File: src/rtl/sequential_divider9x4.sv
// Multi-cycle unsigned restoring divider: N-bit dividend / M-bit divisor,
// one quotient bit per clock, start/busy/done handshake.
module sequential_divider9x4 #(
  parameter int unsigned N = 9,
  parameter int unsigned M = 4
) (
  input  logic         clk,
  input  logic         rst,
  input  logic         start,
  input  logic [N-1:0] dividend,
  input  logic [M-1:0] divisor,
  output logic         busy,
  output logic         done,
  output logic [N-1:0] quotient,
  output logic [M-1:0] remainder,
  output logic         dbz
);

  localparam int unsigned CW = $clog2(N + 1);

  typedef enum logic [1:0] {
    S_IDLE = 2'd0,
    S_RUN  = 2'd1,
    S_DONE = 2'd2
  } state_t;

  state_t         state_q, state_d;
  logic           load, step, finish;
  logic [CW-1:0]  count_q;
  logic [N-1:0]   dq_q;     // dividend bits shift out of the top, quotient bits shift in at the bottom
  logic [M-1:0]   dv_q;
  logic [M-1:0]   rem_q;    // restored partial remainder is always < divisor, so M bits suffice
  logic [M:0]     r_sh;
  logic           qbit;
  logic [M-1:0]   r_next;

  // State register
  always_ff @(posedge clk or posedge rst) begin
    if (rst) state_q <= S_IDLE;
    else     state_q <= state_d;
  end

  // Next-state and control strobes
  always_comb begin
    state_d = state_q;
    load    = 1'b0;
    step    = 1'b0;
    finish  = 1'b0;
    case (state_q)
      S_IDLE: begin
        if (start) begin
          load    = 1'b1;
          state_d = (divisor == '0) ? S_DONE : S_RUN;
        end
      end
      S_RUN: begin
        step = 1'b1;
        if (count_q == CW'(1)) state_d = S_DONE;
      end
      S_DONE: begin
        finish  = 1'b1;
        state_d = S_IDLE;
      end
      default: state_d = S_IDLE;
    endcase
  end

  // Restoring step: shift in next dividend bit, subtract divisor if it fits
  always_comb begin
    r_sh   = {rem_q, dq_q[N-1]};
    qbit   = (r_sh >= {1'b0, dv_q});
    r_next = qbit ? M'(r_sh - {1'b0, dv_q}) : r_sh[M-1:0];
  end

  // Datapath and registered outputs
  always_ff @(posedge clk or posedge rst) begin
    if (rst) begin
      busy      <= 1'b0;
      done      <= 1'b0;
      dbz       <= 1'b0;
      quotient  <= '0;
      remainder <= '0;
      count_q   <= '0;
      dq_q      <= '0;
      dv_q      <= '0;
      rem_q     <= '0;
    end else begin
      busy <= (state_d != S_IDLE);
      done <= finish;
      if (load) begin
        dq_q      <= dividend;
        dv_q      <= divisor;
        rem_q     <= '0;
        count_q   <= (divisor == '0) ? '0 : CW'(N);
        quotient  <= '0;
        remainder <= '0;
        dbz       <= 1'b0;
      end else if (step) begin
        rem_q   <= r_next;
        dq_q    <= {dq_q[N-2:0], qbit};
        count_q <= count_q - CW'(1);
      end
      if (finish) begin
        if (dv_q == '0) begin
          quotient  <= '1;
          remainder <= '0;
          dbz       <= 1'b1;
        end else begin
          quotient  <= dq_q;
          remainder <= rem_q;
          dbz       <= 1'b0;
        end
      end
    end
  end

endmodule

File: config.mk
export PLATFORM = sky130hd
export DESIGN_NAME = sequential_divider9x4
export DESIGN_NICKNAME = d
export VERILOG_FILES = /design/src/rtl/sequential_divider9x4.sv
export SDC_FILE = /design/constraint.sdc
export NUM_CORES = 1
export LEC_CHECK = 0
export CORE_ASPECT_RATIO = 0.6
export CORE_UTILIZATION = 45
export DETAILED_ROUTE_END_ITERATION = 10
export GPL_TIMING_DRIVEN = 0
export HOLD_SLACK_MARGIN = 0.08
export PLACE_DENSITY = 0.69
export SLEW_MARGIN = 25
export SYNTH_ARGS = -nofsm -noshare
export SYNTH_HDL_FRONTEND = slang
export SYNTH_SLANG_ARGS = --single-unit
File: constraint.sdc
create_clock -name clk -period 2.6 [get_ports clk]
set_input_delay 0.39 -clock clk [delete_from_list [all_inputs] [get_ports clk]]
set_output_delay 0.39 -clock clk [all_outputs]
set_load 0.01 [all_outputs]
Yosys cells after proc, flatten, opt, wreduce, memory -nomap -nowiden
Cells that the tools add are included.
Widths: inputs -> output; s select.
{"block": "word_totals", "reg_bits": 39, "latchBits": 0, "ramBits": 0, "romBits": 0, "inputBits": 16, "out_inout_bits": 16, "elab_cells": 47, "n_memories": 0}
{"block": "op_classes", "addsub": 2, "mul": 0, "div": 0, "n_lt_le_gt_ge": 1, "n_eq_ne": 3, "shift": 0, "muxes": 25, "bitwise": 0, "reduce_logical": 6}
{"op": "$mux 9", "n": 5}
{"op": "$mux 4", "n": 9}
{"op": "$logic_not 4->1", "n": 2}
{"op": "$mux 1", "n": 7}
{"op": "$mux 2", "n": 3}
{"op": "$reduce_bool 2->1", "n": 3}
{"op": "$ge 5x4->1", "n": 1}
{"op": "$eq 4x1->1 const B", "n": 1}
{"op": "$pmux 2 s2", "n": 1}
{"op": "$sub 4x1->4 const B", "n": 1}
{"op": "$sub 4x4->4", "n": 1}
{"op": "$eq 2x1->1 const B", "n": 1}
{"op": "$eq 2x2->1 const B", "n": 1}
{"op": "$logic_not 2->1", "n": 1}

Depth between registers and ports, before layout
Gate-level depths: netlist (run 1).
{"block": "logic_depth", "depth_word": 5, "ltp_mapped": 7, "ltp_nobuf": 7}

Least setup slack after synthesis (run 1)
OpenSTA, ideal clock, no wires.
{"block": "synth_path", "path_kind": "flip-flop to flip-flop", "from": "reg rem_q[1]", "to": "reg rem_q[3]", "setup_ns": 0.124, "arrival_ns": 1.703, "required_ns": 2.476, "path_slack_ns": 0.773, "stages_incl_launch_ff": 6, "n_path_buf": 0, "synth_period_minus_slack_ns": 1.827, "path_cell_list": "dfrtp_1 > ha_1 > or2_2 > a211oi_2 > nor3_2 > a211o_1"}
{"block": "synth_between", "elab_chain_len": 4, "word_cells_on_any_way": 5, "classes_between": "add/sub (1); order compare (1); mux (3)"}
{"element": "start, declared", "line": "32", "source": "logic [M-1:0] rem_q;"}
{"element": "start signal, assigned", "line": "99", "source": "rem_q <= r_next;"}
{"element": "$sub 4x4->4 / $ge 5x4->1 (equally long branches)", "line": "72, 71"}
{"element": "$mux 4 *", "line": "72", "source": "r_next = qbit ? M'(r_sh - {1'b0, dv_q}) : r_sh[M-1:0];"}
{"element": "$mux 4 *", "line": "98", "source": "end else if (step) begin"}
{"element": "$mux 4 *", "line": "90", "source": "if (load) begin"}
Mark *: on every way between the ends. The rest lies on a longest branch, timed or not. The select of a mux whose other input is x is not followed.
A chain may end at the register's enable or synchronous reset.

Worst setup path in the final report (run 1)
Ends and elaborated chain as after synthesis.

==> flow_summary.json, run 1 <==
{
  "cap_violations": 0,
  "critPathSlowestCell": "a211oi_2",
  "hold_violations": 0,
  "worstSkewPairLatency_ns": 0.29,
  "cts.path.max_buffers": 2,
  "multi_input_area_um2": 878,
  "cp-end-kind": "flop",
  "arrival_ns": 2.20,
  "reg2reg_depth": 5,
  "htreeDepth": 2,
  "ys_seq_elements": 39,
  "clock_skew_ns": 0.00485,
  "ys_warn_count": 0,
  "track_usage_pct": 21.9,
  "grt_pass1_wl_um": 7290,
  "die_area_um2": 4570,
  "synthCells": 200,
  "power_density_nw_per_um2": 1260,
  "syn-cell-area_um2": 1930,
  "timing.final.crit_share_pct": 78.0,
  "io_pins": 32,
  "cp-startpoint": "rem_q[1]",
  "path_clk_slew_ns": 0.08,
  "rr_endpoint": "rem_q[3]",
  "cts_buffers": 5,
  "slew_headroom_pct": 66.3,
  "numClockSinks": 39,
  "grt_overflow": 0,
  "core_area_um2": 4120,
  "rsz0062_at_grt": "false",
  "antenna_found_initial": 0,
  "seq_area_frac_synth_pct": 50.5,
  "drv_slew": 0,
  "firstDrtPassIters": 4,
  "dp_hpwl_um": 3190,
  "setup_viol": 0,
  "max_clock_freq_mhz": 493,
  "grt_max_degree": 32,
  "num_vias": 1586,
  "die_h_um": 52.8,
  "crit_path_start_kind": "flop",
  "ys_types": 38,
  "initial_core_util_pct": 46.9,
  "final.fill_count": 389,
  "wl_per_cell_um": 14.8,
  "syn_to_final_growth_pct": 27.8,
  "synthesis.nets": 223,
  "first_iter_violations": 109,
  "drc": 0,
  "port_buffers": 31,
  "via_per_inst": 5.29,
  "layout-drive-gt1-share_pct": 10.0,
  "ant_nets": 0,
  "tns_ns": 0,
  "critical_path_class": "reg2reg",
  "cp_max_fo": 6,
  "period_needed_ns": 2.03,
  "rows": 18,
  "nets": 262,
  "syn_avg_cell_area_um2": 9.67,
  "antennaDiodeCount": 0,
  "cts_tree": "done",
  "worstMarginPinSlew_ns": 0.505,
  "worstPathRequired_ns": 2.77,
  "cts_resized": 0,
  "grt_pass1_vias": 1498,
  "ir_drop_uv": 667,
  "hp-class": "in2async",
  "regArea_um2": 976,
  "chipWidth_um": 86.6,
  "reg2reg_from": "rem_q[1]",
  "status": "finished clean",
  "finalWeightedCongestion": 0.824,
  "r2r_slack_ns": 0.57,
  "fin_util_pct": 60.0,
  "crit_chain": "ha_1 -> or2_2 -> a211oi_2 -> nor3_2 -> a211o_1",
  "drt_wl_total_um": 4430,
  "p_leak_uw": 0.00107,
  "max_stage_delay_ns": 0.45,
  "post-cts-setup-buffer-count": 0,
  "cts-hold-fix-buffers": 0,
  "clockRootBuffer": "clkbuf_8"
}
[cells by family after synthesis]
logic type / Yosys count / synth area share (%)
AOI/OAI and AO/OA: 71 / 23.0
xor gates and xnor gates: 2 / 0.906
adders and majority gates: 7 / 4.92
buffers and inverters: 20 / 4.14
DFF: 39 / 50.5
and+or+nand+nor: 61 / 16.6
[Yosys cell counts]
cell type  instances  area share, %
inv_2              1           0.19
a31oi_1            1           0.32
a22o_2             1           0.52
or2_1              1           0.32
a22o_1             4            1.8
or4_4              1           0.58
or2b_2             1           0.45
a211o_1            2           0.91
o21ai_1            1           0.26
or2_2              2           0.65
buf_2              4            1.0
or3b_2             1           0.45
fa_1               1            1.0
o22ai_1            2           0.65
a21oi_4            1           0.84
a211oi_2           1           0.65
a22oi_1            7            2.7
and3b_1            1           0.45
clkbuf_1           7            1.4
nor2_1             4           0.78
nand2b_1           2           0.65
dfrtp_1           39             50
ha_1               6            3.9
o211ai_1           5            1.9
inv_1              8            1.6
nand3b_1           1           0.39
a21oi_1           11            2.8
nor3_2             1           0.52
o211a_1            1           0.52
o21ai_0           33            8.5
nor2b_1           12            3.9
nand2_1           28            5.4
o311ai_1           1           0.45
and2_2             1           0.39
xor2_1             2           0.91
nor3_1             1           0.26
nor4_1             2           0.65
nor3b_1            2           0.78
[through the flow]
step	hold slack [ns]	cell area [µm²]	cells	total power (µW)	worst slack (ns)
finish	0.321	2470	300	3120	0.573
floorplan	0.473	1930	200	2020	0.773
global route	0.323	2470	300	3360	0.477
detailed placement	0.487	2340	292	2510	0.478
global placement	0.491	2320	291	2490	0.442
CTS	0.321	2470	300	3130	0.583
[layout by cell type, fill, tap and decap left out, types with 2 or more instances in the layout]
cell,n
dfrtp_1,39
o21ai_0,33
clkdlybuf4s50_1,31
nand2_1,28
nor2b_1,12
a21oi_1,11
clkbuf_1,8
inv_1,7
a22oi_1,7
ha_1,6
o211ai_1,5
clkbuf_8,5
buf_2,4
nor2_1,4
a22o_1,4
nor4_1,2
nand2b_1,2
or2_2,2
xor2_1,2
a211o_1,2
nor3b_1,2
inv_2,2
o22ai_1,2
bufinv_16,2
[per-layer routing]
layer  track usage, %  vias up  part of all wire [%]
met4             5.00        0                  0.32
met3             5.51        2                   3.2
met1             33.9      774                    57
met2             30.0       27                    39
li1                 -      783                     -
met5                0        -                     0
[registers in the layout, indices dropped and copies added, names as in the netlist]
name       flops
dq_q           9
dv_q           4
count_q        4
remainder      4
state_q        2
rem_q          4
done           1
dbz            1
quotient       9
busy           1
[power breakdown]
part           switching [µW]  internal, µW  total (µW)
registers                 206           868        1070
logic                     787           660        1450
clock network             214           384         597
[critical path: cells and delay by family (launching register included)]
kind,cells,cell delay [ns]
AOI/OAI and AO/OA,2,0.75
DFF,1,0.43
and+or+nand+nor,2,0.39
adders and majority gates,1,0.35
[worst max path at each step]
| stage | end | slack, ns | cells after the start |
|---|---|---|---|
| 2_1_floorplan | rem_q[3] | 0.77 | 5 |
| 3_3_place_gp | remainder[3] | 0.44 | 6 |
| 3_5_place_dp | remainder[3] | 0.48 | 6 |
| 4_1_cts | rem_q[3] | 0.58 | 5 |
| 5_1_grt | rem_q[3] | 0.48 | 5 |
| 6_report | rem_q[3] | 0.57 | 5 |
[layout make-up]
class | instances | area share (%)
Buffer | 11 | 1.87
Clock buffer | 6 | 2.94
Clock inverter | 2 | 2.43
Inverter | 9 | 1.37
Multi-Input combinational cell | 141 | 35.5
Sequential cell | 39 | 39.5
Tap cell | 60 | 3.04
Timing Repair Buffer | 32 | 13.4
(Power assumes the default switching activity.)
==> inputs of run 2 (changes only) <==
--- a/config.mk
+++ b/config.mk
@@ -10,7 +10,7 @@
 export DETAILED_ROUTE_END_ITERATION = 10
 export GPL_TIMING_DRIVEN = 0
 export HOLD_SLACK_MARGIN = 0.08
-export PLACE_DENSITY = 0.69
+export PLACE_DENSITY = 0.72
 export SLEW_MARGIN = 25
 export SYNTH_ARGS = -nofsm -noshare
 export SYNTH_HDL_FRONTEND = slang
==> constraint.sdc (replaced) <==
create_clock -name clk -period 1.8 [get_ports clk]
set_input_delay 0.27 -clock clk [delete_from_list [all_inputs] [get_ports clk]]
set_output_delay 0.27 -clock clk [all_outputs]
set_load 0.01 [all_outputs]
==> flow_summary.json, run 2 (synthesis gave the netlist of run 1 again) <==
{
  "r2r_slack_ns": -0.02,
  "num_vias": 1682,
  "clock_skew_ns": 0.00641,
  "cts.path.max_buffers": 2,
  "grt_pass1_vias": 1547,
  "port_buffers": 31,
  "post_dp_cell_area_um2": 2350,
  "fin_area_um2": 2520,
  "worstPathRequired_ns": 1.99,
  "slew_headroom_pct": 65.5,
  "core_area_um2": 4120,
  "p_sw_uw": 1870,
  "cts_tree": "done",
  "hold_violations": 0,
  "power.internal_uw": 2710,
  "crit_family": "simple AND/OR/NAND/NOR gates",
  "ir_drop_uv": 956,
  "numClockSinks": 39,
  "period_needed_ns": 1.82,
  "die_h_um": 52.8,
  "drt_wl_total_um": 4750,
  "cts_buffers": 5,
  "first_iter_violations": 175,
  "violations": "negative setup slack",
  "track_usage_pct": 23.2,
  "worstSkewPairLatency_ns": 0.30,
  "via_per_inst": 5.51,
  "arrival_ns": 2.01,
  "p_comb_share_pct": 52.4,
  "path_clk_slew_ns": 0.08,
  "pre_cts_slack_ns": -0.237,
  "critPathBufInv": 0,
  "drc": 0,
  "max_clock_freq_mhz": 549,
  "die_area_um2": 4570,
  "drv_slew": 0,
  "crit_chain": "ha_4 -> or4_4 -> a21oi_4 -> nor3_4 -> a211o_1",
  "htreeDepth": 2,
  "crit_path_start_kind": "flop",
  "cp_max_fo": 5,
  "hp-class": "in2async",
  "dpl.cell_count": 292,
  "timing.hold.ws_ns": 0.219,
  "power_density_nw_per_um2": 1820,
  "sequentialPowerShare_pct": 34.2,
  "critPathSlowestCell": "or4_4",
  "cp-end-kind": "flop",
  "wl_per_cell_um": 15.6,
  "firstDrtPassIters": 4,
  "timing.final.crit_share_pct": 101,
  "largestRegisters": "dq_q (9), quotient (9)",
  "rr_endpoint": "rem_q[3]",
  "dp_hpwl_um": 3300,
  "switching_share_pct": 40.8,
  "reg2reg_from": "rem_q[1]",
  "worstMarginPinSlew_ns": 0.518,
  "setup_viol": 1,
  "cap_violations": 0,
  "rsz0062_at_grt": "true",
  "fin_cells": 305,
  "final_common_cell": "dfrtp_1",
  "syn_to_final_growth_pct": 30.5,
  "grt_max_degree": 28,
  "p_total_uw": 4580,
  "cts-hold-fix-buffers": 0,
  "clockRootBuffer": "clkbuf_8",
  "max_stage_delay_ns": 0.54,
  "rows": 18,
  "status": "finished, violations left",
  "post-route-worst-setup-slack_ns": -0.0230,
  "initial_core_util_pct": 46.9,
  "finalWeightedCongestion": 0.794,
  "layout-drive-gt1-share_pct": 15.9,
  "io_pins": 32,
  "reg2reg_depth": 5,
  "layout_common_cells": "dfrtp_1 (39), o21ai_0 (33), clkdlybuf4s50_1 (31)",
  "grt_overflow": 0,
  "nets": 268,
  "p_leak_uw": 0.00109,
  "critical_path_class": "reg2reg",
  "ant_nets": 0,
  "antenna_found_initial": 0,
  "grt_pass1_wl_um": 7740,
  "antennaDiodeCount": 0,
  "p_clk_share_pct": 13.4,
  "chipWidth_um": 86.6
}
==> run 2: cell count changes in the layout (fill, tap and decap cells not counted), moves of 2 or more <==
cell	previous run	this run
ha_4	0	2
buf_4	0	6
inv_1	7	4
clkbuf_1	8	6
ha_1	6	3
inv_2	2	5
bufinv_16	2	0
==> run 2: power groups by stage <==
stage	logic, µW	clock network [µW]	registers [µW]
floorplan	1400	0	1560
global placement	2070	0	1550
detailed placement	2120	0	1570
CTS	2270	622	1550
global route	2660	661	1620
finish	2400	614	1570
==> run 2: cell type report <==
| cell class | instances | area (µm²) |
|---|---|---|
| timing repair buffer | 38 | 375 |
| buffer | 11 | 50.0 |
| multi-input combinational | 141 | 927 |
| clock buffer | 6 | 82.6 |
| tap | 60 | 75.1 |
| clock inverter | 1 | 5.00 |
| fill | 360 | 1600 |
| sequential | 39 | 976 |
| inverter | 9 | 33.8 |
==> run 2: worst register-to-register path: cells and delay by family, from the launching register on <==
family / cells / cell delay, ns
AO/OA/AOI/OAI: 2 / 0.51
adder cells (fa/ha/maj): 1 / 0.18
flip-flops: 1 / 0.42
AND/OR/NAND/NOR: 2 / 0.61
==> run 2: per-stage QoR <==
stage / setup TNS (ns) / utilization [%]
after detailed placement: -2.90 / 57.0
after floorplan: 0 / -
after global routing: -0.227 / 61.3
final: -0.0230 / 61.3
after CTS: 0 / 60.4
after global placement: -11.53 / 56.5
==> run 2: worst max path at each step <==
stage	cells past startpoint	startpoint	end
4_1_cts	6	dq_q[8]	rem_q[3]
3_5_place_dp	6	start	remainder[3]
5_1_grt	6	dv_q[3]	rem_q[3]
2_1_floorplan	5	rem_q[1]	rem_q[3]
6_report	5	rem_q[1]	rem_q[3]
3_3_place_gp	6	start	remainder[3]
==> run 2: metal layers <==
metal | track usage (%) | wire, µm | vias up
met5 | 0 | 0 | -
met4 | 9.17 | 65 | 0
met3 | 5.35 | 269 | 8
met2 | 31.2 | 1930 | 57
met1 | 35.4 | 2490 | 825
li1 | - | - | 792
==> run 2: what timing repair did <==
action | 4_1_cts | 5_1_grt
pin swaps | 1 | 4
gates resized for setup | 3 | 10
buffers inserted | 5 | 1
endpoints found under the setup margin | 5 | 13
